$ cat config.mk
export PLATFORM = sky130hd
export DESIGN_NAME = rom_fetch_ctrl
export DESIGN_NICKNAME = d
export VERILOG_FILES = /design/src/rtl/rom_fetch_pkg.sv /design/src/rtl/rom_prefetch_buf.sv /design/src/rtl/rom_fetch_ctrl.sv
export SDC_FILE = /design/constraint.sdc
export NUM_CORES = 1
export LEC_CHECK = 0
export BUFFER_PORTS_ARGS = -buffer_cell sky130_fd_sc_hd__buf_2
export CAP_MARGIN = 20
export CORE_MARGIN = 1.5
export CORE_UTILIZATION = 47
export CTS_BUF_LIST = sky130_fd_sc_hd__clkbuf_4 sky130_fd_sc_hd__clkbuf_8 sky130_fd_sc_hd__clkbuf_16
export CTS_CLUSTER_SIZE = 28
export DETAILED_ROUTE_END_ITERATION = 8
export PLACE_DENSITY = 0.76
export SYNTH_ARGS = -nofsm -noshare
export SYNTH_HDL_FRONTEND = slang
export SYNTH_SLANG_ARGS = --single-unit
$ cat constraint.sdc
create_clock -name clk -period 2.05 [get_ports clk]
set_clock_uncertainty 0.05 [all_clocks]
set_input_delay 0.41 -clock clk [delete_from_list [all_inputs] [get_ports clk]]
set_output_delay 0.41 -clock clk [all_outputs]
set_load 0.005 [all_outputs]
$ cat src/rtl/rom_fetch_pkg.sv
// Shared types and limits for the ROM fetch controller.
// The PFETCH state exists only when ROM_PREFETCH_EN is defined.
package rom_fetch_pkg;

   localparam int AW_DEF      = 13;
   localparam int DW_DEF      = 8;
   localparam int LATENCY_DEF = 1;
   localparam int LATENCY_MIN = 1;
   localparam int LATENCY_MAX = 7;
   localparam int CNT_W       = 3;

   typedef enum logic [1:0] {
      IDLE  = 2'd0,
      FETCH = 2'd1,
`ifdef ROM_PREFETCH_EN
      HOLD  = 2'd2,
      PFETCH = 2'd3
`else
      HOLD  = 2'd2
`endif
   } fetch_state_e;

endpackage

$ cat src/rtl/rom_prefetch_buf.sv
// One-entry prefetch buffer: tag, data and valid bit with hit compare.
// Only instantiated when ROM_PREFETCH_EN is defined.
module rom_prefetch_buf
   import rom_fetch_pkg::*;
#(
   parameter int AW = AW_DEF,
   parameter int DW = DW_DEF
) (
   input  logic          clk,
   input  logic          reset_n,
   input  logic          load,
   input  logic          inval,
   input  logic [AW-1:0] load_tag,
   input  logic [DW-1:0] load_data,
   input  logic [AW-1:0] cmp_addr,
   output logic          hit,
   output logic [DW-1:0] data
);

   logic          valid_q, valid_d;
   logic [AW-1:0] tag_q, tag_d;
   logic [DW-1:0] data_q, data_d;

   always_comb begin
      valid_d = valid_q;
      tag_d   = tag_q;
      data_d  = data_q;
      if (inval) begin
         valid_d = 1'b0;
      end else if (load) begin
         valid_d = 1'b1;
         tag_d   = load_tag;
         data_d  = load_data;
      end
   end

   always_ff @(posedge clk or negedge reset_n) begin
      if (!reset_n) begin
         valid_q <= 1'b0;
         tag_q   <= '0;
         data_q  <= '0;
      end else begin
         valid_q <= valid_d;
         tag_q   <= tag_d;
         data_q  <= data_d;
      end
   end

   assign hit  = valid_q && (tag_q == cmp_addr);
   assign data = data_q;

endmodule

$ cat src/rtl/rom_fetch_ctrl.sv
// CPU-side fetch controller in front of a registered-output program ROM.
// Define ROM_PREFETCH_EN to add next-sequential-byte prefetch.
//
// state  | meaning
// IDLE   | no ROM access; waiting for cpu_rd_n low (prefetch buffer may hit)
// FETCH  | demand access in flight, CPU stalled; down-counter to capture
// HOLD   | fetched byte presented until cpu_rd_n rises
// PFETCH | speculative access of the next address (prefetch builds only)
module rom_fetch_ctrl
   import rom_fetch_pkg::*;
#(
   parameter int AW      = AW_DEF,
   parameter int DW      = DW_DEF,
   parameter int LATENCY = LATENCY_DEF
) (
   input  logic          clk,
   input  logic          reset_n,
   input  logic [AW-1:0] cpu_addr,
   input  logic          cpu_rd_n,
   output logic [DW-1:0] cpu_dout,
   output logic          cpu_wait_n,
   output logic [AW-1:0] rom_a,
   output logic          rom_cs_n,
   input  logic [DW-1:0] rom_dout
);

   if (LATENCY < LATENCY_MIN || LATENCY > LATENCY_MAX) begin : g_bad_latency
      $error("rom_fetch_ctrl: LATENCY outside 1..7");
   end

   localparam logic [CNT_W-1:0] CNT_LOAD = CNT_W'(LATENCY);

   fetch_state_e   state_q, state_d;
   logic [AW-1:0]  rom_a_q, rom_a_d;
   logic           rom_cs_n_q, rom_cs_n_d;
   logic [DW-1:0]  cpu_dout_q, cpu_dout_d;
   logic           cpu_wait_n_q, cpu_wait_n_d;
   logic [CNT_W-1:0] cnt_q, cnt_d;
   logic           abort_q, abort_d;

`ifdef ROM_PREFETCH_EN
   logic          buf_load, buf_inval, buf_hit;
   logic [DW-1:0] buf_data;

   rom_prefetch_buf #(.AW(AW), .DW(DW)) u_pf_buf (
      .clk       (clk),
      .reset_n   (reset_n),
      .load      (buf_load),
      .inval     (buf_inval),
      .load_tag  (rom_a_q),
      .load_data (rom_dout),
      .cmp_addr  (cpu_addr),
      .hit       (buf_hit),
      .data      (buf_data)
   );
`endif

   always_comb begin
      state_d      = state_q;
      rom_a_d      = rom_a_q;
      rom_cs_n_d   = rom_cs_n_q;
      cpu_dout_d   = cpu_dout_q;
      cpu_wait_n_d = cpu_wait_n_q;
      cnt_d        = cnt_q;
      abort_d      = abort_q;
`ifdef ROM_PREFETCH_EN
      buf_load     = 1'b0;
      buf_inval    = 1'b0;
`endif
      unique case (state_q)
         IDLE: begin
            if (!cpu_rd_n) begin
`ifdef ROM_PREFETCH_EN
               if (buf_hit) begin
                  // rom_a tracks the served address so the next prefetch is A+1
                  rom_a_d    = cpu_addr;
                  cpu_dout_d = buf_data;
                  state_d    = HOLD;
               end else begin
                  rom_a_d      = cpu_addr;
                  rom_cs_n_d   = 1'b0;
                  cpu_wait_n_d = 1'b0;
                  cnt_d        = CNT_LOAD;
                  abort_d      = 1'b0;
                  state_d      = FETCH;
               end
`else
               rom_a_d      = cpu_addr;
               rom_cs_n_d   = 1'b0;
               cpu_wait_n_d = 1'b0;
               cnt_d        = CNT_LOAD;
               abort_d      = 1'b0;
               state_d      = FETCH;
`endif
            end
         end
         FETCH: begin
            if (cpu_rd_n) abort_d = 1'b1;
            if (cnt_q == '0) begin
               rom_cs_n_d   = 1'b1;
               cpu_wait_n_d = 1'b1;
               if (abort_q || cpu_rd_n) begin
                  state_d = IDLE;
               end else begin
                  cpu_dout_d = rom_dout;
                  state_d    = HOLD;
               end
            end else begin
               cnt_d = cnt_q - 1'b1;
            end
         end
         HOLD: begin
            if (cpu_rd_n) begin
`ifdef ROM_PREFETCH_EN
               rom_a_d    = rom_a_q + AW'(1);
               rom_cs_n_d = 1'b0;
               cnt_d      = CNT_LOAD;
               state_d    = PFETCH;
`else
               state_d = IDLE;
`endif
            end
         end
`ifdef ROM_PREFETCH_EN
         PFETCH: begin
            if (!cpu_rd_n && (cpu_addr == rom_a_q)) begin
               if (cnt_q == '0) begin
                  // request lands on the completion edge: serve it directly
                  buf_load   = 1'b1;
                  cpu_dout_d = rom_dout;
                  rom_cs_n_d = 1'b1;
                  state_d    = HOLD;
               end else begin
                  cnt_d        = cnt_q - 1'b1;
                  cpu_wait_n_d = 1'b0;
                  abort_d      = 1'b0;
                  state_d      = FETCH;
               end
            end else if (!cpu_rd_n) begin
               buf_inval    = 1'b1;
               rom_a_d      = cpu_addr;
               rom_cs_n_d   = 1'b0;
               cpu_wait_n_d = 1'b0;
               cnt_d        = CNT_LOAD;
               abort_d      = 1'b0;
               state_d      = FETCH;
            end else if (cnt_q == '0) begin
               buf_load   = 1'b1;
               rom_cs_n_d = 1'b1;
               state_d    = IDLE;
            end else begin
               cnt_d = cnt_q - 1'b1;
            end
         end
`endif
         default: state_d = IDLE;
      endcase
   end

   always_ff @(posedge clk or negedge reset_n) begin
      if (!reset_n) begin
         state_q      <= IDLE;
         rom_a_q      <= '0;
         rom_cs_n_q   <= 1'b1;
         cpu_dout_q   <= '0;
         cpu_wait_n_q <= 1'b1;
         cnt_q        <= '0;
         abort_q      <= 1'b0;
      end else begin
         state_q      <= state_d;
         rom_a_q      <= rom_a_d;
         rom_cs_n_q   <= rom_cs_n_d;
         cpu_dout_q   <= cpu_dout_d;
         cpu_wait_n_q <= cpu_wait_n_d;
         cnt_q        <= cnt_d;
         abort_q      <= abort_d;
      end
   end

   assign rom_a      = rom_a_q;
   assign rom_cs_n   = rom_cs_n_q;
   assign cpu_dout   = cpu_dout_q;
   assign cpu_wait_n = cpu_wait_n_q;

endmodule

==> impl_metrics.ini <==
[floorplanning]
core_area_um2 = 2450
floorplan.initialDensity_pct = 48.9
io-pin-count = 47
die_h_um = 53.5
floorplan_die_area_um2 = 2860
die_width_um = 53.5
rows = 18

[critical_path]
path_depth = 2
cp.buffers_inverters = 0
cpMaxStageDelayCell = sky130_fd_sc_hd__nor3_4
kind_of_cell_adding_the_most_delay_to_the_critical_path = simple AND/OR/NAND/NOR gates
slowest_delay_ns = 0.56
critical_path.endpoint_type = flop
start_kind = flop
worst-setup-path-type = reg -> reg
r2r_start = state_q[1]$_DFFE_PN0P_
worstPathArrival_ns = 1.82
cp-startpoint = state_q[1]$_DFFE_PN0P_
register_to_register_path_depth = 2
worstPathMaxFanout = 13
timing.critical_path.cells = nor3_4 > mux2_2
cp_data_required_time_ns = 2.22

[synth]
synth-warning-count = 0
synth.lib_cells_used.distinct = 22
avgSynthCellArea_um2 = 14.6
ys_ff_latch = 28
postSynthCellCount = 82
synth_nets = 108
syn_area_um2 = 1200
synth_seq_area_share_pct = 58.5

[layout]
drive_gt1_share_pct = 58.9
finish.utilization_pct = 60.8
layoutNonFillerInstCount = 159
final_nets = 156
insertedDiodeCount = 0
stdcell_area_um2 = 1490
num-fill-cells = 210
syn_to_final_growth_pct = 24.4

[place]
place_congestion = 0.758
number_of_instances_in_the_placed_design = 155
port_buffers = 46
dpl.hpwl_mm = 1.63
placedInstanceArea_um2 = 1440
placement.setup.worst_slack_ns = 0.396

[timing]
timing.final.crit_share_pct = 80.1
tns_ns = 0
hold_viol_final = 0
period_needed_ns = 1.64
finalHoldWorstSlack_ns = 0.0118
slew_headroom_pct = 60.0
rsz0062_at_grt = no
drv_slew = 0
fmax_mhz = 609
final-setup-viol-count = 0
worstMarginPinSlew_ns = 0.598
timing.final.ws_setup_ns = 0.408

[clock_network]
cts_made_buffers = 3
tritoncts_num_sinks = 28
ctsResizeCount = 0
cts_htree_levels = 1
cts.reportedPaths.clkPinSlew_ns = 0.14
clock-root-buffer = sky130_fd_sc_hd__clkbuf_4
ctsLongestPathBuffers = 2
tritoncts_clock_tree = yes
clk_latency_ns = 0.32
hold_fix_buffer_count_after_cts = 0
cts.repair_timing.setup_buffer_count = 0

[drt]
antenna_left = 0
avgRoutedWirePerCell_um = 13.2
drt_drc_violations_left = 0
postRouteWirelength_mm = 2.10
initialDrtViolationCount = 5
detailedRoute.firstPassIterationCount = 4
via_per_inst = 5.06
detailroute.via_count = 805

[pwr]
power_per_cell_area_nw_per_um2 = 1430
vdd_ir_drop_max_v = 0.000948
leakagePower_nw = 0.743
power.total_mw = 2.13

[global_routing]
grt.overflow.total = 0
antenna_violations_before_repair = 0
first_global_vias = 731
grt_first_pass_wirelength_mm = 3.26
groute.usage.overall_pct = 16.1
grt_start_max_net_pins = 29

[worst_hold_path]
hp-class = in -> async

[run]
drv.max_cap_violation_count = 0

[run_status]
status = finished, final reports clean
==> cells in the final DEF (no fill, tap or decap) <==
master,n
sky130_fd_sc_hd__a21o_1,1
sky130_fd_sc_hd__a21oi_1,4
sky130_fd_sc_hd__a22oi_1,1
sky130_fd_sc_hd__buf_2,46
sky130_fd_sc_hd__buf_4,1
sky130_fd_sc_hd__bufinv_16,1
sky130_fd_sc_hd__clkbuf_4,3
sky130_fd_sc_hd__dfrtp_1,27
sky130_fd_sc_hd__dfstp_2,1
sky130_fd_sc_hd__ha_1,2
sky130_fd_sc_hd__inv_1,5
sky130_fd_sc_hd__mux2_2,19
sky130_fd_sc_hd__mux2_4,2
sky130_fd_sc_hd__mux2i_1,2
sky130_fd_sc_hd__nand2b_1,1
sky130_fd_sc_hd__nand3_4,1
sky130_fd_sc_hd__nor2_1,1
sky130_fd_sc_hd__nor2b_1,1
sky130_fd_sc_hd__nor3_4,2
sky130_fd_sc_hd__nor4b_1,1
sky130_fd_sc_hd__o21ai_0,4
sky130_fd_sc_hd__o2bb2ai_1,2
sky130_fd_sc_hd__o31ai_1,1
==> cell usage after synthesis <==
master	instances	area share, %
sky130_fd_sc_hd__dfstp_2	1	2.2
sky130_fd_sc_hd__nor2_1	1	0.31
sky130_fd_sc_hd__nand2b_1	1	0.52
sky130_fd_sc_hd__o21ai_0	4	1.7
sky130_fd_sc_hd__a21oi_1	4	1.7
sky130_fd_sc_hd__nor4b_1	1	0.73
sky130_fd_sc_hd__buf_4	1	0.63
sky130_fd_sc_hd__nor2b_1	1	0.52
sky130_fd_sc_hd__mux2_2	19	18
sky130_fd_sc_hd__nor3_4	2	2.7
sky130_fd_sc_hd__o31ai_1	1	0.63
sky130_fd_sc_hd__mux2_4	2	2.5
sky130_fd_sc_hd__buf_2	1	0.42
sky130_fd_sc_hd__a22oi_1	1	0.63
sky130_fd_sc_hd__dfrtp_1	27	56
sky130_fd_sc_hd__mux2i_1	2	1.7
sky130_fd_sc_hd__ha_1	2	2.1
sky130_fd_sc_hd__inv_1	5	1.6
sky130_fd_sc_hd__nand3_4	1	1.5
sky130_fd_sc_hd__buf_6	2	1.9
sky130_fd_sc_hd__o2bb2ai_1	2	1.5
sky130_fd_sc_hd__a21o_1	1	0.63
==> worst paths after layout <==
check | endpoint | slack [ns]
min in group clk | rom_a[12]$_DFFE_PN0P_ | 0.26
max in group asynchronous | cpu_wait_n$_DFFE_PN1P_ | 1.54
max reg2reg | rom_a[6]$_DFFE_PN0P_ | 0.41
max | rom_a[6]$_DFFE_PN0P_ | 0.41
min reg2reg | rom_a[10]$_DFFE_PN0P_ | 0.47
min | rom_a[12]$_DFFE_PN0P_ | 0.01
==> registers in the layout, summed over array words and instances, names as in the netlist <==
| signal | flops |
|---|---|
| cnt_q | 3 |
| abort_q | 1 |
| cpu_dout | 8 |
| rom_a | 13 |
| state_q | 2 |
| cpu_wait_n | 1 |
==> metal layers <==
metal	GRT usage, %	vias to the layer above	routed length, um
li1	-	383	-
met1	18.7	383	865
met2	29.0	39	1060
met3	6.21	0	174
met4	1.28	0	0
met5	0	-	0
==> kinds of logic (layout without fill, tap and decap cells) <==
kind of cell / after synthesis / in the layout / synth area share [%]
AO/OA/AOI/OAI: 13 / 13 / 6.67
adder cells (fa/ha/maj): 2 / 2 / 2.09
buffers and inverters: 9 / 56 / 4.48
flip-flops: 28 / 28 / 58.5
multiplexers: 23 / 23 / 22.0
AND/OR/NAND/NOR: 7 / 7 / 6.26
==> area by class of cell <==
class                           count  area [um^2]  area share, %
Clock inverter                      1         30.0           2.01
Sequential cell                    28          702           47.0
Tap cell                           30         37.5           2.51
Inverter                            5         18.8           1.26
Timing Repair Buffer               47          238           15.9
Clock buffer                        3         22.5           1.51
Multi-Input combinational cell     45          444           29.8
==> where the power goes <==
part / switching, mW / internal (mW)
logic: 0.330 / 0.468
registers: 0.164 / 0.819
clock network: 0.151 / 0.198
No activity file was read; power rests on OpenSTA's default activity.
